**src/rtl/traffic_light_pkg.sv**
```systemverilog
// traffic_light_pkg
// Shared definitions for the traffic-light controller: timing constants
// (in seconds, converted to clock cycles), the controller state enum,
// lamp encodings and a seconds-to-cycles helper.
package traffic_light_pkg;

  localparam int CYC_PER_S     = 2;   // clock cycles per second
  localparam int GREEN_S       = 30;  // default green time after reset
  localparam int PREF_EXTRA_S  = 10;  // green extension while preferential
  localparam int YELLOW_S      = 3;
  localparam int RED_S         = 2;
  localparam int PRESET_STEP_S = 10;  // green increment per preset_add edge
  localparam int GREEN_MAX_S   = 90;  // saturation limit of programmed green
  localparam int BLINK_HALF    = 3;   // cycles per on/off half of the blink

  // Holds up to (GREEN_MAX_S + PREF_EXTRA_S) * CYC_PER_S = 200.
  localparam int CNT_W = 8;

  typedef enum logic [2:0] {
    INIT,
    GREEN,
    YELLOW,
    RED,
    BLINK,
    PRESET
  } state_t;

  // Lamp encodings: [2]=green, [1]=yellow, [0]=red.
  localparam logic [2:0] LED_OFF    = 3'b000;
  localparam logic [2:0] LED_GREEN  = 3'b100;
  localparam logic [2:0] LED_YELLOW = 3'b010;
  localparam logic [2:0] LED_RED    = 3'b001;

  // A timed state of T seconds ends when the counter reaches T*CYC_PER_S,
  // so it is visible for T*CYC_PER_S+1 cycles.
  function automatic logic [CNT_W-1:0] sec_to_cyc(input logic [CNT_W-1:0] sec);
    return CNT_W'(int'(sec) * CYC_PER_S);
  endfunction

endpackage

```
**src/rtl/traffic_light_timer.sv**
```systemverilog
// traffic_light_timer
// Cycle counter for the timed states. It clears to zero, holds, or counts up
// by one each cycle. 'done' is high once the count has reached 'limit'.
// The compare is >= so that a limit which shrinks mid-state (the preferential
// level dropping during green) still ends the state on the next cycle.
//
// Ports:
//   clk    in   system clock
//   rst    in   synchronous active-low reset (count -> 0)
//   clear  in   force count to 0 on the next edge (wins over hold)
//   hold   in   keep the current count
//   limit  in   terminal count for the current state
//   count  out  current count
//   done   out  count >= limit
module traffic_light_timer
  import traffic_light_pkg::*;
(
  input  logic             clk,
  input  logic             rst,
  input  logic             clear,
  input  logic             hold,
  input  logic [CNT_W-1:0] limit,
  output logic [CNT_W-1:0] count,
  output logic             done
);

  logic [CNT_W-1:0] count_reg;

  always_ff @(posedge clk) begin
    if (!rst) begin
      count_reg <= '0;
    end else if (clear) begin
      count_reg <= '0;
    end else if (!hold) begin
      count_reg <= count_reg + 1'b1;
    end
  end

  assign count = count_reg;
  assign done  = (count_reg >= limit);

endmodule

```
**src/rtl/traffic_light.sv**
```systemverilog
// traffic_light
// Single-intersection traffic-light controller running at CYC_PER_S Hz.
// Normal cycle is GREEN -> YELLOW -> RED -> GREEN. On top of that:
// attention gives a yellow blink, force_red holds red, and preset enters a
// programming mode where preset_add edges lengthen the green time.
// Priority every cycle (outside INIT): preset > attention > force_red >
// normal sequencing.
//
// Ports:
//   clk           in   system clock
//   rst           in   synchronous active-low reset
//   attention     in   level, yellow-blink mode while high
//   preferential  in   level, green extended by PREF_EXTRA_S while high
//   force_red     in   level, hold RED while high
//   preset        in   level, green-time programming mode while high
//   preset_add    in   rising edge adds PRESET_STEP_S to the programmed green
//   leds          out  [2]=green [1]=yellow [0]=red, one-hot or all off
//   lgreen        out  pedestrian walk lamp, lit exactly while in RED
module traffic_light
  import traffic_light_pkg::*;
(
  input  logic       clk,
  input  logic       rst,
  input  logic       attention,
  input  logic       preferential,
  input  logic       force_red,
  input  logic       preset,
  input  logic       preset_add,
  output logic [2:0] leds,
  output logic       lgreen
);

  localparam logic [CNT_W-1:0] GREEN_S_V   = CNT_W'(GREEN_S);
  localparam logic [CNT_W-1:0] PREF_V      = CNT_W'(PREF_EXTRA_S);
  localparam logic [CNT_W-1:0] STEP_V      = CNT_W'(PRESET_STEP_S);
  localparam logic [CNT_W-1:0] MAX_V       = CNT_W'(GREEN_MAX_S);
  localparam logic [CNT_W-1:0] YELLOW_V    = CNT_W'(YELLOW_S);
  localparam logic [CNT_W-1:0] RED_V       = CNT_W'(RED_S);
  localparam logic [CNT_W-1:0] BLINK_HALF_V = CNT_W'(BLINK_HALF);
  localparam logic [CNT_W-1:0] BLINK_LAST_V = CNT_W'(2 * BLINK_HALF - 1);

  state_t           state_reg, state_next;
  logic [CNT_W-1:0] green_prog_reg;   // programmed green, seconds
  logic             add_prev_reg;     // preset_add delayed, for edge detect
  logic             add_edge;
  logic [CNT_W-1:0] green_sec;
  logic [CNT_W-1:0] limit;
  logic             cnt_clear;
  logic             cnt_hold;
  logic [CNT_W-1:0] count;
  logic             done;

  // ---------------------------------------------------------------------
  // State register, preset_add edge detector and programmed green time.
  // ---------------------------------------------------------------------
  always_ff @(posedge clk) begin
    if (!rst) begin
      state_reg      <= INIT;
      green_prog_reg <= GREEN_S_V;
      add_prev_reg   <= 1'b0;
    end else begin
      state_reg    <= state_next;
      add_prev_reg <= preset_add;
      if (state_reg == PRESET && add_edge) begin
        // Saturate instead of wrapping past the maximum green.
        if (green_prog_reg >= MAX_V - STEP_V) begin
          green_prog_reg <= MAX_V;
        end else begin
          green_prog_reg <= green_prog_reg + STEP_V;
        end
      end
    end
  end

  assign add_edge  = preset_add & ~add_prev_reg;

  // Green target follows the live preferential level every cycle.
  assign green_sec = green_prog_reg + (preferential ? PREF_V : '0);

  // ---------------------------------------------------------------------
  // Terminal count for the state currently being timed.
  // ---------------------------------------------------------------------
  always_comb begin
    limit = '0;
    unique case (state_reg)
      GREEN:   limit = sec_to_cyc(green_sec);
      YELLOW:  limit = sec_to_cyc(YELLOW_V);
      RED:     limit = sec_to_cyc(RED_V);
      BLINK:   limit = BLINK_LAST_V;
      default: limit = '0;
    endcase
  end

  // ---------------------------------------------------------------------
  // Next-state and counter control.
  // ---------------------------------------------------------------------
  always_comb begin
    state_next = state_reg;
    if (state_reg == INIT) begin
      // Leaving reset always shows one green cycle unless programming.
      state_next = preset ? PRESET : GREEN;
    end else if (preset) begin
      state_next = PRESET;
    end else if (attention) begin
      state_next = BLINK;
    end else if (force_red) begin
      state_next = RED;
    end else begin
      unique case (state_reg)
        PRESET:  state_next = GREEN;
        BLINK:   state_next = RED;
        GREEN:   state_next = done ? YELLOW : GREEN;
        YELLOW:  state_next = done ? RED    : YELLOW;
        RED:     state_next = done ? GREEN  : RED;
        default: state_next = GREEN;
      endcase
    end
  end

  always_comb begin
    cnt_clear = 1'b0;
    cnt_hold  = 1'b0;
    if (state_next != state_reg) begin
      cnt_clear = 1'b1;                 // every timed state starts at zero
    end else if (state_next == RED && force_red) begin
      cnt_clear = 1'b1;                 // forced red: counter pinned at zero
    end else if (state_reg == BLINK && done) begin
      cnt_clear = 1'b1;                 // blink period wraps
    end else if (state_reg == PRESET) begin
      cnt_hold = 1'b1;                  // nothing is timed while programming
    end
  end

  traffic_light_timer u_timer (
    .clk   (clk),
    .rst   (rst),
    .clear (cnt_clear),
    .hold  (cnt_hold),
    .limit (limit),
    .count (count),
    .done  (done)
  );

  // ---------------------------------------------------------------------
  // Lamp decode from the registered state (and counter phase for blink).
  // ---------------------------------------------------------------------
  always_comb begin
    leds = LED_OFF;
    unique case (state_reg)
      GREEN:   leds = LED_GREEN;
      YELLOW:  leds = LED_YELLOW;
      RED:     leds = LED_RED;
      BLINK:   leds = (count >= BLINK_HALF_V) ? LED_YELLOW : LED_OFF;
      default: leds = LED_OFF;
    endcase
  end

  assign lgreen = (state_reg == RED);

endmodule

```
**config.mk**
```make
export PLATFORM = sky130hd
export DESIGN_NAME = traffic_light
export DESIGN_NICKNAME = d
export VERILOG_FILES = /design/src/rtl/traffic_light_pkg.sv /design/src/rtl/traffic_light_timer.sv /design/src/rtl/traffic_light.sv
export SDC_FILE = /design/constraint.sdc
export NUM_CORES = 1
export LEC_CHECK = 0
export CORE_ASPECT_RATIO = 1.1
export CORE_UTILIZATION = 45
export CTS_BUF_LIST = sky130_fd_sc_hd__clkbuf_2
export CTS_CLUSTER_SIZE = 8
export DETAILED_ROUTE_END_ITERATION = 16
export PLACE_DENSITY = 0.68
export SLEW_MARGIN = 20
export SYNTH_ARGS = -nofsm -noshare
export SYNTH_HDL_FRONTEND = slang
export SYNTH_HIERARCHICAL = 1
export SYNTH_SLANG_ARGS = --single-unit
```
**constraint.sdc**
```tcl
create_clock -name clk -period 3.6 [get_ports clk]
set_input_delay 0.72 -clock clk [delete_from_list [all_inputs] [get_ports clk]]
set_output_delay 0.72 -clock clk [all_outputs]
set_load 0.005 [all_outputs]
```
==> results_dict.tcl, run 1 <==
set metrics [dict create \
    synth_seq_cells 19 \
    syn_nets 198 \
    portBuffers 10 \
    status "complete, no violations" \
    ys_top_cells_by_area "dfxtp_1, ha_1, a21oi_1, nor2_1, o21ai_0" \
    wl_per_cell_um 13.9 \
    critPathCaptureType "register" \
    routabilityCongestion 0.784 \
    clk_latency_ns 0.32 \
    clockRootBuffer "clkbuf_2" \
    cts_tree "built" \
    clk_path_buf_depth 2 \
    fillers 281 \
    synth-edff-count 0 \
    pwr-share-seq_pct 51.1 \
    p_leak_nw 0.654 \
    core_area_sq_mm 0.00302 \
    synthArstFlopShare_pct 0 \
    ys_warn_count 6 \
    post-synth-top-count-cell "dfxtp_1" \
    irDropWorstVdd_mv 0.211 \
    antenna_found_initial 0 \
    grt_first_pass_wirelength_um 5330 \
    fp.dieW_um 55.6 \
    placementRows 21 \
    skew_ns 0.0227 \
    drtIter0Drc 42 \
    gr-total-overflow 0 \
    hold-worst-slack_ns 0.546 \
    timing.fmax_ghz 0.288 \
    tightest_slew_ns 0.526 \
    synth_flop_cell "dfxtp_1" \
    track_usage_pct 19.7 \
    finish.utilization_pct 56.7 \
    worstPathRequired_ns 3.85 \
    grt_pass1_vias 1242 \
    synth_top_area_cell "dfxtp_1" \
    post-dp-hpwl_um 2280 \
    pin_count 11 \
    max-cap-violations 0 \
    hold_viol_final 0 \
    maxSlewHeadroom_pct 64.8 \
    hold_class "register to register" \
    ys_seq_area_share_pct 26.7 \
    totalWireLength_um 3150 \
    clk_pin_slew_ns 0.20 \
    path_class "input port to register" \
    finalSetupTns_ns 0 \
    largest_register_ffs 8 \
    ys_top_cells_by_count "dfxtp_1, nor2_1, a21oi_1, ha_1, inv_1" \
    die_h_um 61.0 \
    insertedDiodeCount 0 \
    synth_area_sq_mm 0.00142 \
    drc_errors 0 \
    pwr-share-clk_pct 21.1 \
    synth_cells 178 \
    p_sw_share_pct 31.7 \
    clock_sinks 19 \
    power_frac_comb_pct 27.8 \
    grt_max_degree 15 \
    startpoint_type "input port" \
    finalSetupViolations 0 \
    power_density_mw_per_mm2 259 \
    crit_arrival_ns 3.72 \
    hold_buffers 0 \
    period_minus_slack_ns 3.47 \
    synth_top_area_share_pct 26.7 \
    critPathMaxFanout 8 \
    vias 1313 \
    dr.pass1.iters 4 \
    switching_power_w 0.000140 \
    syn_to_final_growth_pct 20.4 \
    drive_gt1_share_pct 19.3 \
    initial_core_util_pct 47.1 \
    slew_violations 0 \
    synth_cell_types 46 \
    p_int_w 0.000303 \
    vias_per_cell 5.81 \
    cts_buffers 3 \
    cts_max_level 1 \
    min_period_over_period_pct 96.4 \
    nets 213 \
    dieArea_sq_mm 0.00339 \
    synth.avg_cell_area_sq_um 7.99 \
    antenna_left 0 \
]
-- area by class of cell --
cell class | instances | area, sq um | share of cell area, %
Sequential cell | 19 | 380 | 22.2
Clock buffer | 3 | 15.0 | 0.877
Timing Repair Buffer | 17 | 151 | 8.84
Inverter | 14 | 52.6 | 3.07
Multi-Input combinational cell | 138 | 1070 | 62.2
Clock inverter | 1 | 5.00 | 0.292
Tap cell | 34 | 42.5 | 2.48
-- per-layer routing --
layer  vias up  track usage, %  wire length, um
met3         4            2.56               85
met4         0            7.50               43
li1        672               -                -
met2        25            35.5             1550
met5         -               0                0
met1       612            24.6             1470
-- cells by family (layout without fill, tap and decap cells) --
| family | after synthesis | after routing | share of synthesized area [%] |
|---|---|---|---|
| flops | 19 | 19 | 26.7 |
| mux | 1 | 1 | 0.704 |
| compound gates | 49 | 49 | 22.8 |
| simple gates | 68 | 68 | 27.7 |
| xor+xnor | 7 | 7 | 4.31 |
| fa+ha+maj | 13 | 13 | 11.4 |
| buf+inv | 21 | 35 | 6.33 |
-- power groups by stage --
stage | Combinational, W | Clock, W | Sequential (W)
6_report | 0.000123 | 0.0000934 | 0.000226
5_1_grt | 0.000136 | 0.000105 | 0.000228
4_1_cts | 0.000117 | 0.0000947 | 0.000226
3_5_place_dp | 0.000111 | 0 | 0.000230
3_3_place_gp | 0.000107 | 0 | 0.000230
2_1_floorplan | 0.0000757 | 0 | 0.000225
-- cell usage in the layout (no fill, tap or decap), drive strengths merged, types with 2 or more instances in the layout --
cell type	n
o21ai	13
o211ai	2
o22ai	2
a21o	5
o21a	2
nand3b	2
inv	14
ha	13
and3	2
and2	3
clkdlybuf4s50	9
clkbuf	3
nand2b	6
nor2	18
a21oi	14
dfxtp	19
a31oi	3
nand2	11
nor2b	3
nand3	3
buf	7
or4	3
o32a	2
or3	4
nor3	3
xor2	4
and2b	3
nand4b	4
xnor2	3
-- worst paths after layout --
| check | from | end | slack [ns] | cells after the start |
|---|---|---|---|---|
| hold reg to reg | green_prog_reg[7]$_SDFFE_PN0P_ | green_prog_reg[7]$_SDFFE_PN0P_ | 0.55 | 1 |
| setup / recovery | preferential | u_timer/count[6]$_SDFFE_PP0N_ | 0.13 | 17 |
| hold / removal | green_prog_reg[7]$_SDFFE_PN0P_ | green_prog_reg[7]$_SDFFE_PN0P_ | 0.55 | 1 |
| setup reg to reg | green_prog_reg[3]$_SDFFE_PN1P_ | u_timer/count[6]$_SDFFE_PP0N_ | 0.31 | 18 |
-- critical path, stage by stage --
cell,delay [ns]
dlygate4sd2_1,0.27
ha_4,0.28
a31oi_2,0.10
or3_1,0.34
a21oi_2,0.13
inv_1,0.08
ha_4,0.26
and3_4,0.18
a221oi_4,0.25
o21ai_2,0.12
buf_4,0.15
nand2_1,0.05
o21ai_0,0.09
a222oi_1,0.22
o21ai_1,0.11
nand2b_4,0.21
a21oi_2,0.15
-- through the flow --
step | setup slack (ns) | cells | cell area [sq um] | total power (W)
3_5_place_dp | -0.654 | 222 | 1580 | 0.000341
5_1_grt | -0.0193 | 226 | 1710 | 0.000469
6_report | 0.128 | 226 | 1710 | 0.000443
3_3_place_gp | -0.502 | 222 | 1580 | 0.000337
2_1_floorplan | 0.00473 | 178 | 1420 | 0.000301
4_1_cts | 0.124 | 226 | 1640 | 0.000437
-- timing repair --
item | CTS | global route
setup endpoints to repair | 9 | 8
gates cloned | 0 | 0
pin swaps | 7 | 4
endpoints found under the hold margin | 0 | 0
setup buffers | 0 | 0
gates resized for setup | 9 | 12
Power figures use the tool's default switching activity.
==> inputs of run 2 (changes only) <==
--- a/config.mk
+++ b/config.mk
@@ -7,10 +7,10 @@
 export LEC_CHECK = 0
 export CORE_ASPECT_RATIO = 1.1
 export CORE_UTILIZATION = 45
-export CTS_BUF_LIST = sky130_fd_sc_hd__clkbuf_2
+export CTS_BUF_LIST = sky130_fd_sc_hd__clkbuf_16
 export CTS_CLUSTER_SIZE = 8
 export DETAILED_ROUTE_END_ITERATION = 16
-export PLACE_DENSITY = 0.68
+export PLACE_DENSITY = 0.67
 export SLEW_MARGIN = 20
 export SYNTH_ARGS = -nofsm -noshare
 export SYNTH_HDL_FRONTEND = slang
==> results_dict.tcl, run 2 (synthesis gave the netlist of run 1 again) <==
set metrics [dict create \
    clock_sinks 19 \
    p_leak_nw 0.688 \
    skew_ns 0.00378 \
    clockRootBuffer "clkbuf_16" \
    drc_errors 0 \
    timing.fmax_ghz 0.294 \
    track_usage_pct 19.1 \
    power_density_mw_per_mm2 332 \
    postLayoutCellArea_sq_mm 0.00177 \
    status "complete, no violations" \
    irDropWorstVdd_mv 0.239 \
    path_class "input port to register" \
    core_area_sq_mm 0.00302 \
    period_minus_slack_ns 3.40 \
    portBuffers 10 \
    cts_tree "built" \
    slew_violations 0 \
    syn_to_final_growth_pct 24.1 \
    maxSlewHeadroom_pct 65.0 \
    min_period_over_period_pct 94.3 \
    layout_common_cells "dfxtp_1, nor2_1, inv_1, nand2_1, a21oi_1" \
    layout_commonest_cell "dfxtp_1" \
    max-cap-violations 0 \
    clk_pin_slew_ns 0.06 \
    largest_register_ffs 8 \
    clk_latency_ns 0.25 \
    pin_count 11 \
    startpoint_type "input port" \
    placed_area_sq_mm 0.00158 \
    insertedDiodeCount 0 \
    gr-total-overflow 0 \
    antenna_found_initial 0 \
    grt_max_degree 15 \
    totalWireLength_um 3140 \
    nets 215 \
    hold_buffers 0 \
    finalSetupViolations 0 \
    worstPathRequired_ns 3.78 \
    crit_arrival_ns 3.58 \
    finalSetupTns_ns 0 \
    grt_first_pass_wirelength_um 5030 \
    drive_gt1_share_pct 19.1 \
    hold_class "register to register" \
    initial_core_util_pct 47.1 \
    critPathMaxFanout 8 \
    placementRows 21 \
    vias 1326 \
    routabilityCongestion 0.808 \
    grt_pass1_vias 1143 \
    cts_max_level 1 \
    post-dp-hpwl_um 2180 \
    hold_viol_final 0 \
    drtIter0Drc 38 \
    antenna_left 0 \
    die_h_um 61.0 \
    wl_per_cell_um 13.8 \
    dr.pass1.iters 4 \
    tightest_slew_ns 0.524 \
    critPathCaptureType "register" \
    cts_buffers 3 \
    vias_per_cell 5.82 \
    clk_path_buf_depth 2 \
    fp.dieW_um 55.6 \
    dieArea_sq_mm 0.00339 \
]
-- run 2: critical path: stages --
cell and delay [ns]:
clkbuf_2 0.12, ha_2 0.18, buf_4 0.10, a31oi_2 0.10, or3_1 0.36, a21oi_1 0.14, inv_1 0.08, ha_4 0.26
and3_4 0.19, a221oi_4 0.26, o21ai_2 0.12, buf_4 0.15, nand2_1 0.06, o21ai_1 0.07, a222oi_1 0.21, o21ai_1 0.11
nand2b_4 0.21, a21oi_2 0.15
-- run 2: per-layer routing --
| layer | vias up | routed length (um) | GRT usage (%) |
|---|---|---|---|
| met2 | 29 | 1490 | 31.5 |
| li1 | 670 | - | - |
| met1 | 622 | 1500 | 24.8 |
| met5 | - | 0 | 0 |
| met4 | 0 | 50 | 10.4 |
| met3 | 5 | 93 | 2.13 |
-- run 2: report_power, final --
part	total [W]	internal, W	switching, W	leakage, nW
Sequential	0.000226	0.000216	0.0000100	0.155
Combinational	0.000127	0.0000652	0.0000623	0.493
Clock	0.000232	0.000149	0.0000834	0.0409
-- run 2: final cells by class --
cell class                      count  area [sq um]
Clock buffer                        3          75.1
Clock inverter                      1          5.00
Fill cell                         267          1260
Inverter                           14          52.6
Multi-Input combinational cell    138          1050
Sequential cell                    19           380
Tap cell                           34          42.5
Timing Repair Buffer               19           163
-- run 2: per-stage QoR --
stage / setup slack, ns / power (W) / utilization [%] / instances / hold WS, ns
floorplan: 0.00473 / 0.000301 / - / 178 / 0.463
global placement: -0.530 / 0.000338 / 52.3 / 222 / 0.501
detailed placement: -0.617 / 0.000340 / 52.3 / 222 / 0.511
CTS: 0.00912 / 0.000577 / 56.6 / 227 / 0.522
global route: -0.00145 / 0.000613 / 58.4 / 228 / 0.548
finish: 0.204 / 0.000586 / 58.4 / 228 / 0.526
-- run 2: timing repair --
action | 4_1_cts | 5_1_grt
setup endpoints to repair | 9 | 10
endpoints found under the hold margin | 0 | 0
resized for setup | 9 | 12
cloned | 0 | 0
pin swaps | 4 | 5
buffers inserted | 1 | 1
-- run 2: final timing paths --
path | startpoint | end | slack [ns] | cells after the start
setup / recovery | preferential | u_timer/count[7]$_SDFFE_PP0N_ | 0.20 | 18
hold / removal | green_prog_reg[7]$_SDFFE_PN0P_ | green_prog_reg[7]$_SDFFE_PN0P_ | 0.53 | 1
setup reg to reg | green_prog_reg[3]$_SDFFE_PN1P_ | u_timer/count[7]$_SDFFE_PP0N_ | 0.30 | 18
hold reg to reg | green_prog_reg[7]$_SDFFE_PN0P_ | green_prog_reg[7]$_SDFFE_PN0P_ | 0.53 | 1
==> inputs of run 3 (changes only) <==
--- a/config.mk
+++ b/config.mk
@@ -8,7 +8,6 @@
 export CORE_ASPECT_RATIO = 1.1
 export CORE_UTILIZATION = 45
 export CTS_BUF_LIST = sky130_fd_sc_hd__clkbuf_16
-export CTS_CLUSTER_SIZE = 8
 export DETAILED_ROUTE_END_ITERATION = 16
 export PLACE_DENSITY = 0.67
 export SLEW_MARGIN = 20
==> results of run 3 <==
Final layout, timing and power as in run 2 (identical DEF).
